**src/rtl/instruction_memory_sync.sv**
```systemverilog
// Synchronous instruction store: valid/ready fetch port with a registered 1-cycle
// response, plus a run-time load port. Misaligned/out-of-range fetches return a fault.
module instruction_memory_sync #(
  parameter int                 DATA_W    = 32,
  parameter int                 DEPTH     = 32,
  parameter int                 ADDR_W    = 32,
  parameter logic [DATA_W-1:0]  INIT_WORD = 32'h00000013
) (
  input  logic              i_clk,
  input  logic              i_rst,
  input  logic              i_req_valid,
  output logic              o_req_ready,
  input  logic [ADDR_W-1:0] i_req_addr,
  output logic              o_rsp_valid,
  input  logic              i_rsp_ready,
  output logic [DATA_W-1:0] o_rsp_data,
  output logic              o_rsp_fault,
  input  logic              i_wr_en,
  input  logic [ADDR_W-1:0] i_wr_addr,
  input  logic [DATA_W-1:0] i_wr_data
);
  localparam int IDX_W = $clog2(DEPTH);
  localparam int UP_LO = 2 + IDX_W;

  typedef struct packed {
    logic             oor;
    logic             misal;
    logic [IDX_W-1:0] idx;
  } dec_t;

  typedef struct packed {
    logic              fault;
    logic [DATA_W-1:0] data;
  } rsp_t;

  // Any bit above the index field is out of range, so aliased PCs fault instead of wrapping.
  function automatic dec_t decode(input logic [ADDR_W-1:0] a);
    dec_t d;
    d.oor   = (a >> UP_LO) != '0;
    d.misal = |a[1:0];
    d.idx   = a[2 +: IDX_W];
    return d;
  endfunction

  logic [DATA_W-1:0] mem [DEPTH] = '{default: INIT_WORD};

  dec_t req_dec, wr_dec;
  rsp_t rsp_d, rsp_q;
  logic rsp_vld, accept, wr_hit;

  assign req_dec     = decode(i_req_addr);
  assign wr_dec      = decode(i_wr_addr);
  assign wr_hit      = i_wr_en && !wr_dec.oor;
  assign o_req_ready = !rsp_vld || i_rsp_ready;
  assign accept      = i_req_valid && o_req_ready;

  // Write-first: a same-edge load to the fetched word is forwarded into the response.
  always_comb begin
    rsp_d = '0;
    if (req_dec.oor || req_dec.misal)
      rsp_d.fault = 1'b1;
    else if (wr_hit && wr_dec.idx == req_dec.idx)
      rsp_d.data = i_wr_data;
    else
      rsp_d.data = mem[req_dec.idx];
  end

  always_ff @(posedge i_clk) begin
    if (wr_hit) mem[wr_dec.idx] <= i_wr_data;
  end

  always_ff @(posedge i_clk or posedge i_rst) begin
    if (i_rst) begin
      rsp_vld <= 1'b0;
      rsp_q   <= '0;
    end else if (accept) begin
      rsp_vld <= 1'b1;
      rsp_q   <= rsp_d;
    end else if (i_rsp_ready) begin
      rsp_vld <= 1'b0;
    end
  end

  assign o_rsp_valid = rsp_vld;
  assign o_rsp_data  = rsp_q.data;
  assign o_rsp_fault = rsp_q.fault;
endmodule

```
**config.mk**
```make
export PLATFORM = sky130hd
export DESIGN_NAME = instruction_memory_sync
export DESIGN_NICKNAME = d
export VERILOG_FILES = /design/src/rtl/instruction_memory_sync.sv
export SDC_FILE = /design/constraint.sdc
export NUM_CORES = 1
export LEC_CHECK = 0
export CORE_AREA = 2 2 307 309
export CTS_CLUSTER_SIZE = 28
export DETAILED_ROUTE_END_ITERATION = 16
export DIE_AREA = 0 0 309 311
export HOLD_SLACK_MARGIN = 0.1
export PLACE_DENSITY = 0.62
export SLEW_MARGIN = 30
export SYNTH_ARGS = -nofsm -noshare
export SYNTH_HDL_FRONTEND = slang
export SYNTH_SLANG_ARGS = --single-unit
```
**constraint.sdc**
```tcl
create_clock -name i_clk -period 1.9 [get_ports i_clk]
set_input_delay 0.38 -clock i_clk [delete_from_list [all_inputs] [get_ports i_clk]]
set_output_delay 0.38 -clock i_clk [all_outputs]
set_load 0.02 [all_outputs]
```
* Word-level counts from Yosys, hierarchy flattened
Memory sizes are Yosys's and may differ from the RTL's. Index checks and enable logic that the tools add are counted.
Storage, ports and cells: register bits after elaboration 34, bits in writable memories 1024, output and inout port bits 35, word-level logic and storage cells 23, memories kept 1
Memory list:
- mem | words 32, width 32, read ports 1, clocked after memory_dff 0, wr ports 1, line 45 | logic [DATA_W-1:0] mem [DEPTH] = '{default: INIT_WORD};
Cells by class: equal/unequal tests 1, muxes and demuxes 7, reduce and logical (&&, ||, !) cells 11
Operators by type and width (count):
- 32-bit 2-to-1 mux | 2
- 32-bit nonzero test | 2
- 5-bit == test | 1
- 1-bit 2-to-1 mux | 5
- 1-bit logical AND | 3
- 1-bit zero test | 2
- 1-bit logical OR | 2
- 2-bit nonzero test | 1
- 2-bit OR reduction | 1

* Longest topological paths before layout
depth after elaboration 6, depth in mapped cells 9, depth with buffers taken out 5

* Worst setup path after synthesis
OpenSTA, ideal clock, no wires.
path type in2reg, start input port i_wr_addr[14], end memory mem[28][0], enable pin, data arrival time 2.891 ns, required time 1.479 ns, slack -1.412 ns, stages 5, buffers on the path 1, cell sequence nor4_1 nand4_1 or4_1 clkbuf_1 nor2_1
On the way: cells in the longest elaborated chain, start to end 5
RTL lines:
- from (decl) | line 19 | input logic [ADDR_W-1:0] i_wr_addr,
- 32-bit nonzero test | line 39 | d.oor = (a >> UP_LO) != '0;
- 1-bit zero test | line 53 | assign wr_hit = i_wr_en && !wr_dec.oor;
- 1-bit logical AND | line 53
- 1-bit 2-to-1 mux | line 69 | if (wr_hit) mem[wr_dec.idx] <= i_wr_data;
- 1-bit 2-to-1 mux (implied by the code) | line 69
- to (decl) | line 45
No other way between the ends.

* Worst setup path in the final report
start input port i_wr_addr[13], end memory mem[0][11], enable pin
The elaborated chain is that of the path after synthesis.

==> impl_summary.md <==
Status
The run finished, with violations left. The checks that failed: setup timing.

CTS
TritonCTS built the clock tree. The number of buffers created by CTS is 103. The number of buffers on the longest clock path is 3. For this design, the sink count on the clock tree is around 1.1k. The latest clock arrival within the worst-skew pair is 660 ps.

After clock tree synthesis, the clock-pin slew on the worst setup and hold paths is 60 ps. The buffer type at the clock tree root is sky130_fd_sc_hd__clkbuf_16. The maximum level of the CTS H-tree is 3.

Yosys
The cell area after synthesis is 0.0415 sq mm. After synthesis the netlist holds a flip-flop and latch count of between 1k and 1.5k. The count of cell types in the netlist is 32. In the synthesized netlist the async set-or-reset flop fraction comes to 3.21%. The Yosys step of the flow raised 0 warnings. The synthesized design contains 1024 enable-type register cells.

Sequential cells were found to cover around three quarters of the synthesized design area. Synthesis produced a netlist with a net count of roughly 2.4k. The average instance in the mapped netlist occupies 18.1 sq um.

In the synthesized netlist, the number of instances is 2289. Among all flip-flop cells after synthesis, the most frequent one is sky130_fd_sc_hd__edfxtp_1.

Place
At the end of routability-driven placement, the weighted congestion stood at between 0.8 and 0.9. The post-detailed-placement half-perimeter wirelength is 73800 um. The post-placement setup slack is -874 ps.

Input and output buffers added on the ports amount to 133.

Power
Across the VDD grid, the largest voltage drop is 0.707 mV. The total power divided by cell area is 943 mW/mm^2. The cell leakage power is 18.2 nW.

Setup path
The largest incremental delay on the critical path is approximately 700 ps. The internal reg-to-reg setup slack is between 150 and 200 ps. The startpoint of the worst setup timing path is i_wr_addr[13]. The slowest cell on the critical path is sky130_fd_sc_hd__or4_4.

The endpoint identified for the worst register-to-register timing path is o_rsp_data[2]. STA puts the critical path data required time at 2260 ps. The kind of end point of the critical path is a flip-flop. Data arrives at the worst endpoint at around 2300 ps. The critical path ends at mem[0][11]. In this run the critical register-to-register path is launched from o_rsp_valid. The classification of the worst setup path is input port to flip-flop. The number of cells on the worst reg-to-reg path is 7.

STA classifies the critical path startpoint as an input port. The maximum fanout along the worst path is 7. Walking the worst path, the cells encountered are clkdlybuf4s15_1, nor4_2, nand4_1, or4_4, buf_12, nor2_4, buf_12, buf_16. By instance count, the cell type seen most on the critical path is sky130_fd_sc_hd__buf_12.

Drt
For this block, the routed nets add up to 115000 um of wire. The total iterations of the first detailed-routing run is 5. For this run, design rule violations remaining after detail routing come to 0. The via density per instance is 5.71. For this block, the initial DRC count from the detailed router was about 2.2k. The number of nets still failing antenna checks after routing is 0. The number of vias after detailed routing is around 23k. The post-detailed-route wirelength per cell is 28.3 um.

STA
The max-slew violation count is 0. The count of endpoints failing setup in the final report is 1. The final critical path takes up 101% of the cycle. The worst slew margin relative to its limit is about two thirds. The number of failing hold endpoints at the final stage is 0. Subtracting the final worst setup slack from the clock period gives 1910 ps. The actual slew at the worst max-slew pin is approximately 520 ps. Between clock sinks in the finished design, the worst skew comes to 20.1 ps. The minimum setup slack in the final design is -14.8 ps.

Timing would allow up to 522 MHz.

Finish
The share of layout cells above drive strength 1 is a little over a fifth. The number of antenna diodes in the final layout is 0. The number of nets in the layout is 2834. The area growth from synthesis to final layout is 24.0%. At the end of the flow the core is filled with cells to between 50% and 60%.

Min path
The path type of the worst min-delay path is input port to flip-flop.

Floorplan
The standard cell core area is 0.0928 sq mm. The width of the die is 309 um. The number of rows created at floorplan is about 110. The effective utilization at floorplan is 44.7%.

The die extent in y is 311 um. The die covers 0.0961 sq mm. The number of top-level design ports is 136.

Global route
Across every metal layer, demand over resource in global routing totals 23.8%. The first global-routing pass estimated 165000 um of wire. Entering global routing, the biggest net connects 38 pins.

The total overflow left after global routing is 0. The initial antenna violation count was 1. The via count of the first global-routing pass was 23.6k.

Job
The max capacitance violation total is 0.
-- placed cells by master (no fill, tap or decap), types with 35 or more instances in the layout --
cell	instances
sky130_fd_sc_hd__a22oi_1	254
sky130_fd_sc_hd__buf_12	123
sky130_fd_sc_hd__buf_4	219
sky130_fd_sc_hd__clkbuf_16	107
sky130_fd_sc_hd__clkdlybuf4s50_1	70
sky130_fd_sc_hd__dlygate4sd2_1	35
sky130_fd_sc_hd__edfxtp_1	1024
sky130_fd_sc_hd__mux2i_1	512
sky130_fd_sc_hd__nand3_1	130
sky130_fd_sc_hd__nor2_4	36
-- cell usage after synthesis (all sizes together), types with 2 or more instances --
library cell	instances	area (sq um)
a32oi	32	280
and4	32	280
clkbuf	63	244
nand2	4	15.0
mux2i	512	5120
dfrtp	34	851
edfxtp	1024	30700
nor4	13	111
nor2	39	146
nand2b	3	26.3
nand4	2	12.5
o21ai	32	269
buf	84	576
nand3b	5	37.5
a22oi	256	1920
xnor2	5	43.8
nand3	132	661
or3b	2	17.5
or3	2	12.5
nor2b	6	37.5
and2	3	18.8
-- power by group --
part	switching, mW	internal (mW)
combinational	1.76	1.24
sequential	0.000850	25.6
clock	8.42	11.5
-- how the worst min path moves through the flow --
stage | slack (ps) | startpoint | cells after the start | endpoint
floorplan | 480 | i_wr_data[0] | 0 | mem[0][0]
global placement | 480 | o_rsp_data[16] | 2 | o_rsp_data[16]
detailed placement | 490 | o_rsp_data[22] | 2 | o_rsp_data[22]
CTS | 400 | i_wr_data[13] | 3 | o_rsp_data[13]
global route | 430 | i_wr_data[13] | 3 | o_rsp_data[13]
finish | 420 | i_wr_data[13] | 3 | o_rsp_data[13]
-- worst max-delay path, delay by kind of cell --
kind	cells	cell delay, ps
buffers and inverters	4	640
and+or+nand+nor	4	1240
-- metal layers --
layer	global-route usage, %	vias to the layer above	share of wire (%)
li1	-	10200	-
met1	31.8	12000	41
met2	40.4	868	50
met3	3.00	173	6.0
met4	7.54	0	2.9
met5	0	-	0
-- timing repair --
item / in CTS / in global routing
gates resized for setup: 94 / 34
endpoints found under the hold margin: 27 / 0
cloned: 4 / 1
pin swaps: 14 / 13
hold buffers: 1 / 0
endpoints found under the setup margin: 930 / 493
setup buffers: 19 / 4
-- stage by stage --
step | total power, mW | std cells | hold WS (ps) | setup TNS (ps) | area [sq um]
2_1_floorplan | 27.3 | 2289 | 479 | -655180 | 41700
3_3_place_gp | 29.0 | 3857 | 478 | -789030 | 47800
3_5_place_dp | 29.1 | 3857 | 486 | -795350 | 47800
4_1_cts | 48.7 | 4067 | 396 | -441 | 51400
5_1_grt | 49.8 | 4069 | 426 | -0.322 | 51400
6_report | 48.5 | 4069 | 417 | -14.8 | 51400
-- cell type report --
type | count | area [sq um]
timing repair buffer | 486 | 5550
clock buffer | 132 | 2780
multi-input combinational | 1083 | 9440
sequential | 1058 | 31600
clock inverter | 55 | 495
fill | 7187 | 41300
tap | 1254 | 1570
inverter | 1 | 3.75
-- registers in the layout, summed over array words and instances (netlist names) --
name         count
o_rsp_fault      1
mem           1024
o_rsp_data      32
o_rsp_valid      1
-- cells by family (layout without fill, tap and decap cells) --
logic type	after synthesis	after routing	synth area share [%]
flip-flops	1058	1058	76.2
buffers and inverters	148	674	1.99
AND/OR/NAND/NOR	245	245	3.37
XOR/XNOR	5	5	0.106
multiplexers	512	512	12.4
AO/OA/AOI/OAI	321	321	5.97
Power figures use the tool's default switching activity.
==> edit 1: new RTL, same settings <==
`ADDR_W`: 32 -> 48.
--- a/src/rtl/instruction_memory_sync.sv
+++ b/src/rtl/instruction_memory_sync.sv
@@ -5,3 +5,3 @@
   parameter int                 DEPTH     = 32,
-  parameter int                 ADDR_W    = 32,
+  parameter int                 ADDR_W    = 48,
   parameter logic [DATA_W-1:0]  INIT_WORD = 32'h00000013
Interface: changed (resized i_req_addr and i_wr_addr); port bits go from 136 to 168. No check against the original RTL was run, so the function may have changed too.
==> edit 1 against the unedited design <==
- the flow still finishes with violations (negative setup slack)
- design area rose by 6.1%
- worst hold slack improved by 21 ps
- die area did not move
- combinational power rose by 9.0%
- power rose by 0.40%
- via count rose by 7.1%
- wire length rose by 11%
- synthesized area rose by 0.61%
- critical path depth rose by 5
- sequential cell count did not move
- clock skew barely moved
- worst setup slack got worse by 620 ps
- count of clock-buffer cells in the layout fell by 6
- highest routed layer unchanged
==> edit 1: results (changes against the unedited design) <==
<table>
<tr><th>Metric</th><th>Value</th></tr>
<tr><th colspan="2">Critical path</th></tr>
<tr><td>Worst R2R Start</td><td>mem[30][16] (was o_rsp_valid)</td></tr>
<tr><td>Delay of the slowest critical-path stage</td><td>500 ps (was 680 ps)</td></tr>
<tr><td>Worst reg2reg endpoint</td><td>o_rsp_data[16] (was o_rsp_data[2])</td></tr>
<tr><th colspan="2">Pwr</th></tr>
<tr><td>Maximum ir drop on the vdd rail</td><td>0.0008001 V (was 0.0007070 V)</td></tr>
<tr><td>Leakage power summed over all cells</td><td>0.01825 uW (was 0.01819 uW)</td></tr>
<tr><th colspan="2">Min path</th></tr>
<tr><td>Cell count of the worst hold path</td><td>1 (was 3)</td></tr>
<tr><td>Hold-critical path endpoint</td><td>mem[19][28] (was o_rsp_data[13])</td></tr>
<tr><th colspan="2">Detailed routing</th></tr>
<tr><td>Initial detailed-routing violation count</td><td>2778 (was 2244)</td></tr>
<tr><td>Routed via count</td><td>24894 (was 23245)</td></tr>
<tr><td>Routed vias/inst</td><td>5.856 (was 5.713)</td></tr>
<tr><th colspan="2">Synthesis</th></tr>
<tr><td>Syn Nets</td><td>2400 (was 2390)</td></tr>
<tr><td>Share of the yosys chip area belonging to registers</td><td>0.7575 (was 0.7621)</td></tr>
<tr><td>Post-synthesis instance total</td><td>2267 (was 2289)</td></tr>
<tr><td>Number of unique standard cell types used by synthesis</td><td>40 (was 32)</td></tr>
<tr><td>Ranking of synthesized cells by area</td><td>sky130_fd_sc_hd__edfxtp_1, sky130_fd_sc_hd__mux2_2, sky130_fd_sc_hd__mux4_2 (was sky130_fd_sc_hd__edfxtp_1, sky130_fd_sc_hd__mux2i_1, sky130_fd_sc_hd__a22oi_1)</td></tr>
<tr><th colspan="2">STA</th></tr>
<tr><td>Endpoints failing setup</td><td>1091 (was 1)</td></tr>
<tr><td>Slew at the pin closest to its max-slew limit</td><td>829.5 ps (was 522.6 ps)</td></tr>
<tr><td>Post-layout worst setup margin</td><td>-636.2 ps (was -14.85 ps)</td></tr>
<tr><th colspan="2">Global routing</th></tr>
<tr><td>Aggregate global-route resource usage</td><td>0.2542 (was 0.2379)</td></tr>
<tr><td>First-pass GRT wire length</td><td>174900 um (was 164700 um)</td></tr>
<tr><td>Initial antenna violation count</td><td>5 (was 1)</td></tr>
<tr><th colspan="2">Outcome</th></tr>
<tr><td>Failing checks</td><td>negative setup slack (unchanged)</td></tr>
<tr><td>Result of the run</td><td>finished, violations left (unchanged)</td></tr>
<tr><th colspan="2">Clocking</th></tr>
<tr><td>Worst-Skew Late Latency</td><td>680 ps (was 660 ps)</td></tr>
<tr><th colspan="2">Placement</th></tr>
<tr><td>Placed Instance Area</td><td>0.04879 mm2 (was 0.04785 mm2)</td></tr>
<tr><td>Cell count after placement</td><td>3931 (was 3857)</td></tr>
<tr><th colspan="2">Cells and area</th></tr>
<tr><td>Final #Nets</td><td>3043 (was 2834)</td></tr>
</table>
==> edit 1: cell types whose count changed after synthesis, moves of 32 or more <==
cell / change
sky130_fd_sc_hd__o31ai_1: +34
sky130_fd_sc_hd__mux4_2: +64
sky130_fd_sc_hd__mux2i_1: -471
sky130_fd_sc_hd__o21ai_0: +32
sky130_fd_sc_hd__mux2_2: +366
sky130_fd_sc_hd__nand3_1: -127
sky130_fd_sc_hd__and4_1: -32
sky130_fd_sc_hd__o22ai_1: +183
sky130_fd_sc_hd__a32oi_1: -32
sky130_fd_sc_hd__a22oi_1: -239
sky130_fd_sc_hd__buf_4: -48
sky130_fd_sc_hd__nor3_1: +88
==> edit 1: cell families after synthesis <==
family | Yosys count | synth area share
flops | 1058 | 0.7575
compound gates | 318 | 0.04952
simple gates | 267 | 0.03386
xor+xnor | 5 | 0.001050
mux | 471 | 0.1432
buf+inv | 148 | 0.01494
==> edit 1: per-stage QoR <==
step           hold WS, ps  setup slack, ps
2_1_floorplan        478.9           -879.1
3_3_place_gp         577.7            -1375
3_5_place_dp         573.4            -1370
4_1_cts              425.1           -565.2
5_1_grt              458.7           -677.1
6_report             437.7           -636.2
==> edit 1: cell type report <==
cell class              count  area share
flip-flops and latches   1058      0.5792
multi-input cells        1061      0.1836
repair buffers            679      0.1483
clock buffers             126     0.04961
well taps                1254     0.02876
clock inverters            65    0.009999
inverters                   5   0.0003440
diodes                      3   0.0001376
==> edit 1: report_power, final <==
| part | switching, uW | leakage [uW] | internal, uW |
|---|---|---|---|
| sequential | 2.43 | 0.00967 | 25600 |
| combinational | 1870 | 0.00699 | 1410 |
| clock | 8630 | 0.00159 | 11200 |
==> edit 1: worst max path at each step <==
stage	from	to	slack (ps)	cells after the start
5_1_grt	i_wr_addr[19]	mem[19][16]	-680	13
6_report	i_wr_addr[19]	mem[18][9]	-640	13
3_3_place_gp	i_wr_addr[42]	mem[3][24]	-1380	8
4_1_cts	i_wr_addr[42]	mem[7][22]	-570	14
2_1_floorplan	i_wr_addr[42]	mem[13][0]	-880	7
3_5_place_dp	i_wr_addr[42]	mem[10][26]	-1370	8
==> edit 1: metal layers <==
layer,GRT usage,up-vias,wire (um)
met4,0.06741,0,3918
li1,-,10616,-
met2,0.3971,1246,59550
met3,0.05898,218,12360
met1,0.3598,12814,51510
met5,0,-,0
==> edit 1: what timing repair did <==
item | CTS | global route
hold endpoints to repair | 34 | 0
hold buffers | 1 | 0
cloned | 26 | 30
pin swaps | 21 | 15
buffers inserted | 64 | 23
resized for setup | 216 | 54
setup endpoints to repair | 1091 | 1091
==> edit 1: worst reg2reg max path, delay by kind of cell, from the launching register on <==
kind | cells | cell delay [ps]
muxes | 2 | 750
DFF | 1 | 360
and+or+nand+nor | 2 | 780
AOI/OAI and AO/OA | 1 | 50
buffers and inverters | 1 | 200
==> edit 2: new RTL, same flow settings <==
Without the edit above. Reset style: synchronous (`i_rst`), changed in one clocked block.
--- a/src/rtl/instruction_memory_sync.sv
+++ b/src/rtl/instruction_memory_sync.sv
@@ -71,3 +71,3 @@
 
-  always_ff @(posedge i_clk or posedge i_rst) begin
+  always_ff @(posedge i_clk) begin
     if (i_rst) begin
Formal check against the unedited RTL: not equivalent (a bounded check fails within 4 cycles, from zero or initial values and one cycle with i_rst high; the reset may be asserted at any time).
==> edit 2 against the unedited design <==
- the run still ends with negative setup slack left
- worst setup slack got worse by 170 ps
- sequential cell count did not move
- synthesized area grew 0.95%
- final cell count increased by 6.5%
- wire length up 3.4%
- power rose by 2.4%
- clock power up 6%
- design area up 2.9%
- utilization is 1.6 points higher
- highest routed layer is now met5
==> edit 2: results (changes against the unedited design) <==
<table>
<tr><th>Metric</th><th>Value</th></tr>
<tr><th colspan="2">Placement</th></tr>
<tr><td>HPWL after detailed placement</td><td>75470 um (was 73810 um)</td></tr>
<tr><th colspan="2">Outcome</th></tr>
<tr><td>Failing checks</td><td>negative setup slack (unchanged)</td></tr>
<tr><td>Result of the run</td><td>finished, violations left (unchanged)</td></tr>
<tr><th colspan="2">STA</th></tr>
<tr><td>Endpoints failing setup</td><td>204 (was 1)</td></tr>
<tr><td>Post-layout worst setup margin</td><td>-186.0 ps (was -14.85 ps)</td></tr>
<tr><td>Slew at the pin closest to its max-slew limit</td><td>617.0 ps (was 522.6 ps)</td></tr>
<tr><td>Final TNS setup</td><td>-17010 ps (was -14.85 ps)</td></tr>
<tr><td>Setup clock skew after layout</td><td>28.96 ps (was 20.06 ps)</td></tr>
<tr><th colspan="2">Critical path</th></tr>
<tr><td>Slack of the worst reg-to-reg path</td><td>130 ps (was 190 ps)</td></tr>
<tr><td>Worst R2R Path Depth</td><td>6 (was 7)</td></tr>
<tr><td>Launching element of the worst setup path</td><td>i_wr_addr[23] (was i_wr_addr[13])</td></tr>
<tr><td>Worst R2R Start</td><td>o_rsp_valid (unchanged)</td></tr>
<tr><td>Arrival time at the worst endpoint</td><td>2490 ps (was 2280 ps)</td></tr>
<tr><th colspan="2">Detailed routing</th></tr>
<tr><td>Routed vias/inst</td><td>5.774 (was 5.713)</td></tr>
<tr><th colspan="2">Synthesis</th></tr>
<tr><td>Mux contribution to synthesized area</td><td>0.1224 (was 0.1236)</td></tr>
<tr><td>Number of unique standard cell types used by synthesis</td><td>34 (was 32)</td></tr>
<tr><td>Xor and xnor fraction of the mapped netlist area</td><td>0.001046 (was 0.001056)</td></tr>
<tr><th colspan="2">Cells and area</th></tr>
<tr><td>Filler cell count in the final layout</td><td>7111 (was 7187)</td></tr>
<tr><th colspan="2">Pwr</th></tr>
<tr><td>Maximum ir drop on the vdd rail</td><td>0.0009778 V (was 0.0007070 V)</td></tr>
<tr><td>Leakage power summed over all cells</td><td>0.01862 uW (was 0.01819 uW)</td></tr>
<tr><th colspan="2">Global routing</th></tr>
<tr><td>First-pass GRT wire length</td><td>171100 um (was 164700 um)</td></tr>
<tr><td>Initial antenna violation count</td><td>9 (was 1)</td></tr>
<tr><td>Maximum number of pins on one net before global-route repair</td><td>45 (was 38)</td></tr>
<tr><th colspan="2">Clocking</th></tr>
<tr><td>Total of cells resized after clock tree synthesis</td><td>176 (was 94)</td></tr>
<tr><td>Post-CTS repair timing setup buffer count</td><td>30 (was 19)</td></tr>
</table>
## edit 2: cell count changes in the layout (fill, tap and decap cells not counted), moves of 34 or more
cell / delta
sky130_fd_sc_hd__a22oi_1: -127
sky130_fd_sc_hd__a21oi_1: +129
sky130_fd_sc_hd__dfxtp_1: +34
sky130_fd_sc_hd__nand2_1: +128
sky130_fd_sc_hd__dfrtp_1: -34
## edit 2: worst max-delay path: stages
cell,delay (ps)
sky130_fd_sc_hd__buf_2,120
sky130_fd_sc_hd__nor4_4,260
sky130_fd_sc_hd__nand3_1,150
sky130_fd_sc_hd__or4_4,550
sky130_fd_sc_hd__buf_12,150
sky130_fd_sc_hd__buf_8,110
sky130_fd_sc_hd__buf_12,120
sky130_fd_sc_hd__buf_8,120
sky130_fd_sc_hd__buf_6,110
sky130_fd_sc_hd__nor2_4,90
sky130_fd_sc_hd__buf_4,160
sky130_fd_sc_hd__buf_6,160
## edit 2: area by class of cell
type,count,area [um2],share of cell area
clock inverters,69,715.7,0.01352
well taps,1254,1569,0.02963
repair buffers,513,6133,0.1158
clock buffers,133,2846,0.05376
multi-input cells,1302,10240,0.1934
flip-flops and latches,1058,31430,0.5936
diodes,2,5.005,0.00009452
inverters,3,11.26,0.0002127
## edit 2: worst min path at each step
stage | startpoint | endpoint | slack, ps | cells past startpoint
5_1_grt | i_rst | o_rsp_valid | 290 | 2
6_report | i_rst | o_rsp_valid | 310 | 2
4_1_cts | i_rst | o_rsp_valid | 270 | 2
3_3_place_gp | o_rsp_fault | o_rsp_fault | 500 | 2
3_5_place_dp | o_rsp_fault | o_rsp_fault | 510 | 2
2_1_floorplan | i_rst | o_rsp_valid | 450 | 1
## edit 2: per-layer routing
metal / share of wire / vias to the layer above / global-route usage
met5: 0.00045 / - / 0
met1: 0.42 / 12827 / 0.3457
met2: 0.48 / 1044 / 0.3993
met3: 0.075 / 188 / 0.03984
li1: - / 10956 / -
met4: 0.023 / 8 / 0.05958
## edit 2: where the power goes
| part | internal (uW) | total (uW) | switching (uW) |
|---|---|---|---|
| combinational | 1240 | 3010 | 1770 |
| clock | 12100 | 21100 | 9020 |
| sequential | 25600 | 25600 | 1.57 |
## edit 2: metrics by stage
stage | utilization | std cells
2_1_floorplan | - | 2521
3_3_place_gp | 0.5222 | 4086
3_5_place_dp | 0.5222 | 4086
4_1_cts | 0.5688 | 4330
5_1_grt | 0.5707 | 4332
6_report | 0.5708 | 4334
## edit 2: cells by family (layout without fill, tap and decap cells)
group                  after synthesis  after routing
AO/OA/AOI/OAI                      386            386
XOR/XNOR                             5              5
buffers and inverters              161            718
flip-flops                        1058           1058
multiplexers                       512            512
other                                0              2
AND/OR/NAND/NOR                    399            399
